===== src/rtl/mdu_pkg.sv =====
// Shared types and constants for the multiply/divide unit.
package mdu_pkg;

  localparam int unsigned MDU_ITER = 32;

  typedef enum logic [1:0] {OP_MULT, OP_MULTU, OP_DIV, OP_DIVU} mdu_op_t;
  typedef enum logic [1:0] {IDLE, MUL, DIV, FIN} mdu_state_t;

  // Multiply iterations needed for a multiplier magnitude: MSB index + 1, minimum 1.
  function automatic logic [7:0] mul_iters(input logic [63:0] mag);
    logic [7:0] n;
    n = 8'd1;
    for (int i = 0; i < 64; i++) begin
      if (mag[i]) n = 8'(i + 1);
    end
    return n;
  endfunction

endpackage


===== src/rtl/mdu_sign_fix.sv =====
// Conditional two's-complement negation of a hi/lo pair, either per half or as one
// double-width value (wide_i, controlled by neg_lo_i).
module mdu_sign_fix #(
  parameter int unsigned DATA_W = 32
) (
  input  logic [DATA_W-1:0] hi_i,
  input  logic [DATA_W-1:0] lo_i,
  input  logic              neg_hi_i,
  input  logic              neg_lo_i,
  input  logic              wide_i,
  output logic [DATA_W-1:0] hi_o,
  output logic [DATA_W-1:0] lo_o
);

  logic [2*DATA_W-1:0] wide_in;
  logic [2*DATA_W-1:0] wide_neg;

  assign wide_in  = {hi_i, lo_i};
  assign wide_neg = '0 - wide_in;

  always_comb begin
    hi_o = hi_i;
    lo_o = lo_i;
    if (wide_i) begin
      if (neg_lo_i) {hi_o, lo_o} = wide_neg;
    end else begin
      if (neg_hi_i) hi_o = '0 - hi_i;
      if (neg_lo_i) lo_o = '0 - lo_i;
    end
  end

endmodule


===== src/rtl/mult_div_unit.sv =====
// Sequential MULT/MULTU/DIV/DIVU unit with HI/LO registers and MTHI/MTLO writes.
// Define MDU_EARLY_TERM_EN to stop multiplies after the highest set multiplier bit.
module mult_div_unit
  import mdu_pkg::*;
#(
  parameter int unsigned DATA_W = 32
) (
  input  logic              clock,
  input  logic              reset,
  input  logic              start,
  input  logic [1:0]        op,
  input  logic [DATA_W-1:0] a,
  input  logic [DATA_W-1:0] b,
  input  logic              hi_we,
  input  logic              lo_we,
  input  logic [DATA_W-1:0] wdata,
  output logic              busy,
  output logic              done,
  output logic              div_zero,
  output logic [DATA_W-1:0] hi,
  output logic [DATA_W-1:0] lo
);

  localparam int unsigned W2 = 2 * DATA_W;

  mdu_state_t        state_q;
  logic [W2-1:0]     acc_q, acc_nx;
  logic [W2-1:0]     mcand_q, mcand_nx;
  logic [DATA_W-1:0] mplier_q, mplier_nx;
  logic [7:0]        cnt_q, mul_n;
  logic              neg_hi_q, neg_lo_q, dz_pend_q, done_q, dz_q;
  logic [DATA_W-1:0] hi_q, lo_q;

  logic              is_signed;
  logic [DATA_W-1:0] a_mag, b_mag, res_hi, res_lo;
  logic [DATA_W:0]   rem_sh, rem_new;
  logic              q_bit;

  assign is_signed = (op == OP_MULT) || (op == OP_DIV);

  mdu_sign_fix #(.DATA_W(DATA_W)) u_opnd_fix (
    .hi_i     (a),
    .lo_i     (b),
    .neg_hi_i (is_signed & a[DATA_W-1]),
    .neg_lo_i (is_signed & b[DATA_W-1]),
    .wide_i   (1'b0),
    .hi_o     (a_mag),
    .lo_o     (b_mag)
  );

`ifdef MDU_EARLY_TERM_EN
  assign mul_n = mul_iters(64'(b_mag));
`else
  assign mul_n = 8'(MDU_ITER);
`endif

  // Multiply: acc += mcand when the multiplier LSB is set. Divide: acc holds {rem, dividend/quotient}.
  always_comb begin
    acc_nx    = acc_q;
    mcand_nx  = mcand_q;
    mplier_nx = mplier_q;
    rem_sh    = '0;
    rem_new   = '0;
    q_bit     = 1'b0;
    if (state_q == DIV) begin
      rem_sh  = {acc_q[W2-1:DATA_W], acc_q[DATA_W-1]};
      q_bit   = rem_sh >= {1'b0, mcand_q[DATA_W-1:0]};
      rem_new = q_bit ? rem_sh - {1'b0, mcand_q[DATA_W-1:0]} : rem_sh;
      acc_nx  = {rem_new[DATA_W-1:0], acc_q[DATA_W-2:0], q_bit};
    end else begin
      if (mplier_q[0]) acc_nx = acc_q + mcand_q;
      mcand_nx  = mcand_q << 1;
      mplier_nx = mplier_q >> 1;
    end
  end

  mdu_sign_fix #(.DATA_W(DATA_W)) u_res_fix (
    .hi_i     (acc_nx[W2-1:DATA_W]),
    .lo_i     (acc_nx[DATA_W-1:0]),
    .neg_hi_i (neg_hi_q),
    .neg_lo_i (neg_lo_q),
    .wide_i   (state_q == MUL),
    .hi_o     (res_hi),
    .lo_o     (res_lo)
  );

  always_ff @(posedge clock) begin
    if (reset) begin
      state_q   <= IDLE;
      acc_q     <= '0;
      mcand_q   <= '0;
      mplier_q  <= '0;
      cnt_q     <= '0;
      neg_hi_q  <= 1'b0;
      neg_lo_q  <= 1'b0;
      dz_pend_q <= 1'b0;
      done_q    <= 1'b0;
      dz_q      <= 1'b0;
      hi_q      <= '0;
      lo_q      <= '0;
    end else begin
      done_q <= 1'b0;
      dz_q   <= 1'b0;
      case (state_q)
        IDLE: begin
          if (start) begin
            // done_q high means this is the completion cycle; start is ignored there.
            if (!done_q) begin
              neg_hi_q  <= is_signed & a[DATA_W-1];
              neg_lo_q  <= is_signed & (a[DATA_W-1] ^ b[DATA_W-1]);
              dz_pend_q <= 1'b0;
              if (!op[1]) begin
                acc_q    <= '0;
                mcand_q  <= {{DATA_W{1'b0}}, a_mag};
                mplier_q <= b_mag;
                cnt_q    <= mul_n;
                state_q  <= MUL;
              end else if (b == '0) begin
                dz_pend_q <= 1'b1;
                state_q   <= FIN;
              end else begin
                acc_q   <= {{DATA_W{1'b0}}, a_mag};
                mcand_q <= {{DATA_W{1'b0}}, b_mag};
                cnt_q   <= 8'(MDU_ITER);
                state_q <= DIV;
              end
            end
          end else begin
            if (hi_we) hi_q <= wdata;
            if (lo_we) lo_q <= wdata;
          end
        end
        MUL, DIV: begin
          acc_q    <= acc_nx;
          mcand_q  <= mcand_nx;
          mplier_q <= mplier_nx;
          cnt_q    <= cnt_q - 8'd1;
          if (cnt_q == 8'd1) begin
            hi_q    <= res_hi;
            lo_q    <= res_lo;
            state_q <= FIN;
          end
        end
        FIN: begin
          done_q    <= 1'b1;
          dz_q      <= dz_pend_q;
          dz_pend_q <= 1'b0;
          state_q   <= IDLE;
        end
        default: state_q <= IDLE;
      endcase
    end
  end

  assign busy     = (state_q != IDLE);
  assign done     = done_q;
  assign div_zero = dz_q;
  assign hi       = hi_q;
  assign lo       = lo_q;

endmodule

===== config.mk =====
export PLATFORM = sky130hd
export DESIGN_NAME = mult_div_unit
export DESIGN_NICKNAME = d
export VERILOG_FILES = /design/src/rtl/mdu_pkg.sv /design/src/rtl/mdu_sign_fix.sv /design/src/rtl/mult_div_unit.sv
export SDC_FILE = /design/constraint.sdc
export NUM_CORES = 1
export LEC_CHECK = 0
export CAP_MARGIN = 20
export CELL_PAD_IN_SITES_DETAIL_PLACEMENT = 2
export CELL_PAD_IN_SITES_GLOBAL_PLACEMENT = 2
export CORE_MARGIN = 4
export CORE_UTILIZATION = 37
export DETAILED_ROUTE_END_ITERATION = 10
export GPL_ROUTABILITY_DRIVEN = 0
export GPL_TIMING_DRIVEN = 0
export PLACE_DENSITY_LB_ADDON = 0.1
export SLEW_MARGIN = 10
export SYNTH_ARGS = -nofsm -noshare
export SYNTH_HDL_FRONTEND = slang
export SYNTH_SLANG_ARGS = --single-unit

===== constraint.sdc =====
create_clock -name clock -period 11.16 [get_ports clock]
set_clock_uncertainty 0.2 [all_clocks]
set_input_delay 1.674 -clock clock [delete_from_list [all_inputs] [get_ports clock]]
set_output_delay 1.674 -clock clock [all_outputs]
set_load 0.01 [all_outputs]

# [Word level (Yosys, flattened, before mapping)]
# Cells that the tools add are included.
[word_totals] wordCells=110 in_bits=103 out_inout_bits=67 ff_bits=239
[classes] reduce_logical=17 n_bitwise=6 n_lt_le_gt_ge=1 muxes=52 n_addsub=8 eq_ne=14
[op_table] operator="$mux 64" count=11
[op_table] operator="$mux 32" count=19
[op_table] operator="$pmux 64 s2" count=2
[op_table] operator="$pmux 32 s2" count=3
[op_table] operator="$sub 1x32->32 const A" count=4
[op_table] operator="$add 64x64->64" count=1
[op_table] operator="$sub 1x64->64 const A" count=1
[op_table] operator="$ge 33x32->1" count=1
[op_table] operator="$logic_not 32->1" count=1
[op_table] operator="$mux 8" count=4
[op_table] operator="$sub 32x32->32" count=1
[op_table] operator="$ne 2x2->1 const B" count=8
[op_table] operator="$pmux 8 s2" count=1
[op_table] operator="$reduce_and 4->1" count=3
[op_table] operator="$reduce_and 5->1" count=2
[op_table] operator="$reduce_and 3->1" count=3
[op_table] operator="$eq 8x1->1 const B" count=1
[op_table] operator="$mux 2" count=4
[op_table] operator="$sub 8x1->8 const B" count=1
[op_table] operator="$eq 2x2->1 const B" count=3
[op_table] operator="$mux 1" count=6
[op_table] operator="$pmux 2 s3" count=1
[op_table] operator="$reduce_bool 2->1" count=3
[op_table] operator="$logic_not 2->1" count=2
[op_table] operator="other kinds (8)" count=12

# [Depth between registers and ports, before layout]
# Gate-level depths: netlist (run 1).
[depth] depth_word=9 mapped_depth=22 ltp_nobuf=18

# [Hierarchy]
# A second synthesis (run 1) with hierarchy kept.
[unflattened] hier_cells=2871 hier_area_um2=21151.5
[modules_own_cells] module="mult_div_unit" seq_area_each_um2=4784.6 cells_each=2353 area_per_inst_um2=17737.0 n_inst=1
[modules_own_cells] module="mdu_sign_fix at u_res_fix" seq_area_each_um2=0.0 cells_each=258 area_per_inst_um2=1711.6 n_inst=1
[modules_own_cells] module="mdu_sign_fix at u_opnd_fix" seq_area_each_um2=0.0 cells_each=260 area_per_inst_um2=1702.9 n_inst=1

# [Worst setup path before layout (run 1)]
# OpenSTA, ideal clock, no wires.
[synth_path] path_type="reg2reg" from="register mcand_q[13]" to="register hi_q[19], in the netlist hi[19]" synth_period_minus_slack_ns=4.747 path_slack_ns=6.413 path_buffers=2 t_required_ns=10.869 path_stages_with_launch=18 t_arrival_ns=4.456 setup_ns=0.091 cell_sequence="dfxtp_1 -> inv_1 -> ha_1 -> buf_6 -> nand4_4 -> or3_1 -> a2111o_1 -> a211o_1 -> buf_2 -> nand2_4 -> mux2_1 -> a211oi_4 -> and4_4 -> nand3_2 -> or4_4 -> o41ai_2 -> xor2_1 -> a311oi_1"
[synth_between] elab_chain_len=8 word_cells_on_any_way=13 cone_classes="add/sub (4); order compare (1); mux (8)"
[synth_lines] item="start, declared" line_no="mult_div_unit.sv:28" source="logic [W2-1:0] mcand_q, mcand_nx;"
[synth_lines] item="start signal, assigned" line_no="mult_div_unit.sv:114" source="mcand_q <= {{DATA_W{1'b0}}, a_mag};"
[synth_lines] item="start signal, assigned" line_no="mult_div_unit.sv:123" source="mcand_q <= {{DATA_W{1'b0}}, b_mag};"
[synth_lines] item="start signal, assigned" line_no="mult_div_unit.sv:135" source="mcand_q <= mcand_nx;"
[synth_lines] item="$add 64x64->64, or another cell as far along" line_no="mult_div_unit.sv:71" source="if (mplier_q[0]) acc_nx = acc_q + mcand_q;"
[synth_lines] item="$mux 64 / $mux 32 (equally long branches)" line_no="mult_div_unit.sv:71, mult_div_unit.sv:68"
[synth_lines] item="$mux 64 (*)" line_no="mult_div_unit.sv:65" source="if (state_q == DIV) begin"
[synth_lines] item="$sub 1x64->64 / $sub 1x32->32 (equally long branches)" line_no="mdu_sign_fix.sv:19, mdu_sign_fix.sv:27"
[synth_lines] item="$mux 32, on equally long branches" line_no="mdu_sign_fix.sv:25, mdu_sign_fix.sv:27"
[synth_lines] item="$mux 32 (*)" line_no="mdu_sign_fix.sv:24" source="if (wide_i) begin"
[synth_lines] item="$mux 32 (*)" line_no="mult_div_unit.sv:138" source="if (cnt_q == 8'd1) begin"
[synth_lines] item="$pmux 32 s2 (*)" line_no="mult_div_unit.sv:104" source="case (state_q)"
[synth_lines] item="end signal, assigned" line_no="mult_div_unit.sv:129" source="if (hi_we) hi_q <= wdata;"
[synth_lines] item="end signal, assigned" line_no="mult_div_unit.sv:139" source="hi_q <= res_hi;"
[synth_lines] item="end, declared" line_no="mult_div_unit.sv:32" source="logic [DATA_W-1:0] hi_q, lo_q;"
# Mark *: on every way between the ends. The rest lies on a longest branch, timed or not. The select of a mux whose other input is x is not followed.
# A chain may end at the register's enable or synchronous reset.

# [Worst setup path after layout (run 1)]
[layout_path] from="register state_q[0]" to="register mcand_q[63]"
[layout_between] elab_chain_len=4 word_cells_on_any_way=11 cone_classes="eq/ne (6); mux (1); reduce/logical (4)"
[layout_lines] item="start, declared" line_no="mult_div_unit.sv:26" source="mdu_state_t state_q;"
[layout_lines] item="start signal, assigned" line_no="mult_div_unit.sv:89" source="state_q <= IDLE;"
[layout_lines] item="start signal, assigned" line_no="mult_div_unit.sv:117" source="state_q <= MUL;"
[layout_lines] item="start signal, assigned" line_no="mult_div_unit.sv:120" source="state_q <= FIN;"
[layout_lines] item="$eq 2x2->1 / $eq 2x1->1 (equally long branches)" line_no="mult_div_unit.sv:65, mult_div_unit.sv:104"
[layout_lines] item="$reduce_or 2->1" line_no="mult_div_unit.sv:104"
[layout_lines] item="$ne 2x2->1 (no source line) / $reduce_bool 2->1 (equally long branches)"
[layout_lines] item="$reduce_and 5->1 (no source line)"
# Several ways; a longest one is shown, not always the timed one.

==> results of run 1 <==
[layout make-up]
| cell class | count | area [sq um] |
|---|---|---|
| tap | 765 | 957 |
| fill | 6951 | 32300 |
| antenna | 3 | 7.51 |
| timing repair buffer | 179 | 1770 |
| inverter | 80 | 300 |
| buffer | 217 | 1050 |
| multi-input combinational | 2491 | 15700 |
| clock inverter | 19 | 236 |
| sequential | 239 | 4780 |
| clock buffer | 39 | 836 |
[synthesized netlist by cell type (13+ instances only)]
library cell	count
o21bai_1	13
nor2b_1	16
o21ai_1	16
a31oi_1	29
dfxtp_1	239
a22oi_1	18
nand3_1	86
nor3_1	88
nand2b_1	18
nor2_1	390
a21o_1	40
a211oi_1	117
xnor2_1	103
nand4_1	51
xor2_1	65
buf_1	21
buf_6	20
nor4_1	21
o21ai_0	175
o31ai_1	22
clkbuf_1	152
a221oi_1	23
and2_1	16
o21a_1	25
a311oi_1	17
and3_1	31
o211ai_1	36
or3_1	24
inv_1	79
mux2i_1	45
nand2_1	303
a21oi_1	351
ha_1	105
[power breakdown]
group / switching [uW] / internal, uW
Sequential: 334 / 1120
Clock: 479 / 628
Combinational: 4200 / 1760
[metal layers]
layer  global-route usage (%)  up-vias  routed length [microns]
met4                     27.1        4                    11300
met1                     47.9    13600                    50800
li1                         -    11600                        -
met5                        0        -                       28
met3                     9.34      525                    11800
met2                     65.6     1513                    59900
[cells in the final DEF, fill, tap and decap left out, types with 40 or more instances in the layout]
master           count
a21oi_1            351
xnor2_1            103
a211oi_1           115
a21o_1              40
dfxtp_1            239
mux2i_1             45
clkbuf_1           157
nor3_1              88
nand4_1             51
clkdlybuf4s50_1    168
inv_1               79
nand2_1            303
nand3_1             86
o21ai_0            174
ha_1               105
nor2_1             390
xor2_1              65
[cell families after synthesis]
| logic type | Yosys count |
|---|---|
| AOI/OAI and AO/OA | 1038 |
| xor gates and xnor gates | 168 |
| adders and majority gates | 107 |
| muxes | 58 |
| and+or+nand+nor | 1120 |
| DFF | 239 |
| buffers and inverters | 297 |
[worst max-delay path, delay by kind of cell (launching register included)]
kind / cells / cell delay [ns]
adders and majority gates: 1 / 0.29
and+or+nand+nor: 1 / 0.14
DFF: 1 / 0.35
AOI/OAI and AO/OA: 2 / 0.42
buffers and inverters: 12 / 6.15
[per-stage QoR]
| step | cell area, sq um | setup slack, ns | utilization (%) | hold WS (ns) | total power (uW) |
|---|---|---|---|---|---|
| final | 25600 | 3.49 | 44.2 | 0.273 | 8520 |
| after detailed placement | 24500 | 3.76 | 42.2 | 0.257 | 7060 |
| after CTS | 25500 | 4.08 | 44.1 | 0.272 | 8220 |
| after global placement | 24400 | 4.03 | 42.1 | 0.238 | 6790 |
| after global routing | 25600 | 3.58 | 44.2 | 0.297 | 8790 |
| after floorplan | 21800 | 6.41 | - | 0.230 | 4700 |
[flip-flops by register name (all words and copies together) (netlist names)]
register and cells:
mcand_q 64, state_q 2, acc_q 64, hi 32, lo 32, div_zero 1, done 1, neg_hi_q 1
dz_pend_q 1, mplier_q 32, neg_lo_q 1, cnt_q 8
[worst paths after layout]
path | endpoint | slack [ns] | cells past startpoint
worst max-delay path | mcand_q[63]$_SDFFE_PP0P_ | 3.49 | 16
worst min-delay path | hi[9]$_SDFFE_PP0P_ | 0.27 | 1
worst max register to register | mcand_q[63]$_SDFFE_PP0P_ | 3.49 | 16
worst min register to register | hi[9]$_SDFFE_PP0P_ | 0.27 | 1
==> results.ini, run 1 <==
[setup_path]
max_stage_delay_ns = 0.86
crit_type = flip-flop to flip-flop
end_kind = flip-flop
cp_slowest_cell = clkbuf_1
r2r-start = state_q[0]$_SDFFE_PP0P_
crit_top_cell = buf_1
crit_path_max_fanout = 10
arrival_ns = 8.02
start_kind = flip-flop
crit_path_cell_trace = inv_1 -> ha_1 -> buf_2 -> buf_1 -> buf_1 -> buf_6 -> buf_6 -> clkbuf_1 -> buf_1 -> clkbuf_1 -> a211o_1 -> clkbuf_1 -> buf_8 -> buf_1 -> nand2_1 -> a21oi_1
worst_ep_required_time_ns = 11.51
cp-startpoint = state_q[0]$_SDFFE_PP0P_

[logic_synthesis]
ys_types = 122
synth_top_family_by_area = compound AO/OA/AOI/OAI gates
synth_compound_area_share_pct = 31.7
synthTopCellsByArea = dfxtp_1, a21oi_1, nor2_1
netlist.area_leader.share_pct = 22.0
postSynthAreaPerCell_sq_um = 7.19
synth_seq_area_share_pct = 22.0
synth-simple-area-share_pct = 24.4
async_flop_share_pct = 0
synth-xor-area-share_pct = 6.76
synth.area.mux_share_pct = 2.74
syn_inst = 3027
yosys.area_share.adder_pct = 6.22
netlist_area_sq_um = 21800
synth-seq-cells = 239
synth_edf_count = 0
yosys.area.top_type = dfxtp_1
syn_nets = 3237
synth_warnings = 0
ys.flop_type = dfxtp_1

[global_routing]
grt_antenna_before_repair = 6
grt_pass1_vias = 28400
grt_pass1_wl_mm = 193
grt-ovfl-total = 0
grt_max_degree = 17
grtUsageTotal_pct = 40.5

[clock_tree]
hold_buffers = 0
cts.clk_slew.worst_paths_ns = 0.07
root_buffer = clkbuf_16
cts_max_path_buffers = 3
clk_latency_ns = 0.63
cts_tree = done
cts-resized-gates = 0
clock_sinks = 239
cts_buffers = 31
postCtsSetupBuffers = 0
htree_num_levels = 1

[floorplan]
rows = 88
initial_utilization_pct = 37.6
coreArea_sq_um = 57900
die_h_microns = 251
fp.dieW_microns = 251
dieArea_sq_um = 62800
num_io_pins = 170

[sta]
fin_crit_sh_pct = 68.7
drv_slew = 0
worstMarginPinSlew_ns = 1.31
fmax_ghz = 0.130
finalHoldViolations = 0
fin_crit_ns = 7.67
setup-tns-final_ns = 0
rsz0062_at_grt = false
max-slew-margin-rel_pct = 12.3
finalSetupViolCount = 0

[pwr]
power_density_nw_per_um2 = 333
p_leak_uw = 0.00934
peakVddDrop_uv = 154

[cells_and_area]
nets = 3449
syn_to_final_growth_pct = 17.6
finalNonFillerCells = 4032
final_layout_size_suffix_gt1_share_pct = 6.10

[placement]
hpwlAfterDp_mm = 106
portBuffers = 168
dp_cells = 3966

[min_path]
hold_path_startpoint = hi[9]$_SDFFE_PP0P_
hp-class = flip-flop to flip-flop

[status]
outcome = complete, no violations

[detailed_routing]
detail_route.wl_per_cell_microns = 33.2
drt-total-wl_mm = 134
dr.pass1.iters = 6
ant_nets = 0
drt-initial-drc-count = 2848
drc = 0
vias = 27200
avgViaCountPerCell = 6.75

[flow_run]
maxCapViolations = 0

No activity file was read; power rests on OpenSTA's default activity.
==> inputs of run 2 (changes only) <==
- CORE_UTILIZATION: 37 -> 31
- clock period: 11.16 -> 6.4 ns (I/O delays scaled with it)
==> results.ini, run 2 (synthesized netlist as in run 1, its figures left out) <==
[status]
outcome = complete, but fails checks
violations = negative setup slack

[global_routing]
grt_max_degree = 12
grt_antenna_before_repair = 5
grt_pass1_vias = 27800
grt-ovfl-total = 0
grtUsageTotal_pct = 35.0
grt_pass1_wl_mm = 194

[detailed_routing]
vias = 26800
drt-initial-drc-count = 2517
met3WireLength_mm = 9.85
avgViaCountPerCell = 6.36
ant_nets = 0
dr.pass1.iters = 5
met2_length_mm = 61.0
dr.max_layer_used = met5
drt-total-wl_mm = 135
detail_route.wl_per_cell_microns = 32.1
drc = 0
m1WireLength_mm = 54.1

[pwr]
peakVddDrop_uv = 226
power_density_nw_per_um2 = 576
p_leak_uw = 0.00948

[placement]
place_ws_ns = -0.647
placedInstanceArea_sq_um = 24700
portBuffers = 168
hpwlAfterDp_mm = 110
dp_cells = 4136

[clock_tree]
clock_sinks = 239
htree_num_levels = 2
cts_buffers = 35
clk_latency_ns = 0.57
cts.clk_slew.worst_paths_ns = 0.06
root_buffer = clkbuf_16
cts_tree = done
cts_max_path_buffers = 3

[sta]
finalHoldViolations = 0
worstMarginPinSlew_ns = 1.27
drv_slew = 0
rsz0062_at_grt = true
max-slew-margin-rel_pct = 14.9
fin_crit_sh_pct = 101
timing.hold.ws_ns = 0.255
fin_ws_ns = -0.0454
finalSetupViolCount = 1
fmax_ghz = 0.155
fin_crit_ns = 6.45

[cells_and_area]
final_common_cell = nor2_1
syn_to_final_growth_pct = 19.8
final_layout_size_suffix_gt1_share_pct = 6.93
nets = 3460
fillCellCount = 8107
layout_common_cells = nor2_1, a21oi_1, nand2_1
finalNonFillerCells = 4209
reg_top3 = acc_q (64), mcand_q (64)
finalInstanceArea_sq_um = 26100

[floorplan]
coreArea_sq_um = 69100
die_h_microns = 273
fp.dieW_microns = 273
num_io_pins = 170
dieArea_sq_um = 74500
initial_utilization_pct = 31.5
rows = 96

[setup_path]
r2r-start = state_q[0]$_SDFFE_PP0P_
start_kind = flip-flop
crit_type = flip-flop to flip-flop
cp-startpoint = state_q[0]$_SDFFE_PP0P_
worst_ep_required_time_ns = 6.64
end_kind = flip-flop
arrival_ns = 6.69
crit_path_max_fanout = 10

[min_path]
hp-class = flip-flop to flip-flop
hold_path_startpoint = hi[3]$_SDFFE_PP0P_

[flow_run]
maxCapViolations = 0

==> run 2: timing repair <==
action / 4_1_cts / 5_1_grt
pin swaps: 1 / 1
gates resized for setup: 9 / 14
endpoints found under the setup margin: 76 / 25
buffers inserted: 2 / 3
hold buffers: 0 / 0
==> run 2: final cells by class <==
cell class              instances  area, sq um  share of cell area (%)
well taps                     931         1160                    4.47
plain buffers                 216         1060                    4.08
diodes                          3         7.51                  0.0288
clock buffers                  48         1000                    3.85
multi-input cells            2491        15700                    60.3
repair buffers                187         1840                    7.05
flip-flops and latches        239         4780                    18.3
clock inverters                14          194                   0.744
inverters                      80          300                    1.15
==> run 2: layer usage <==
layer / up-vias / GRT usage (%)
li1: 11600 / -
met1: 13500 / 43.2
met2: 1242 / 57.4
met3: 400 / 5.29
met4: 8 / 21.1
met5: - / 0
==> run 2: stage by stage <==
step                      TNS, ns  util (%)  total power [uW]
after detailed placement   -21.27      35.8             12500
after floorplan                 0         -              8190
final                     -0.0454      37.8             15000
after CTS                       0      37.6             14600
after global routing      -0.0448      37.7             15600
after global placement     -40.52      35.6             12100
==> run 2: critical path, cell delays in order (launching register included) <==
cell and delay [ns]:
dfxtp_1 0.35, inv_1 0.11, ha_1 0.27, buf_2 0.26, buf_1 0.55, buf_2 0.45
buf_6 0.23, clkbuf_1 0.74, o21ai_0 0.22, a21oi_1 0.52, nor3b_1 0.56, a41oi_1 0.40
buf_2 0.32, o31ai_1 0.39, o21ai_1 0.16, xnor2_1 0.48, o21ai_1 0.12
==> run 2: final timing paths <==
check,cells after the start,end,slack [ns]
setup / recovery,16,hi[27]$_SDFFE_PP0P_,-0.05
hold / removal,1,hi[3]$_SDFFE_PP0P_,0.25
setup reg to reg,16,hi[27]$_SDFFE_PP0P_,-0.05
hold reg to reg,1,hi[3]$_SDFFE_PP0P_,0.25
==> run 2: report_power, final <==
part | internal [uW] | switching (uW)
clock network | 1260 | 821
logic | 3110 | 7310
registers | 1950 | 565
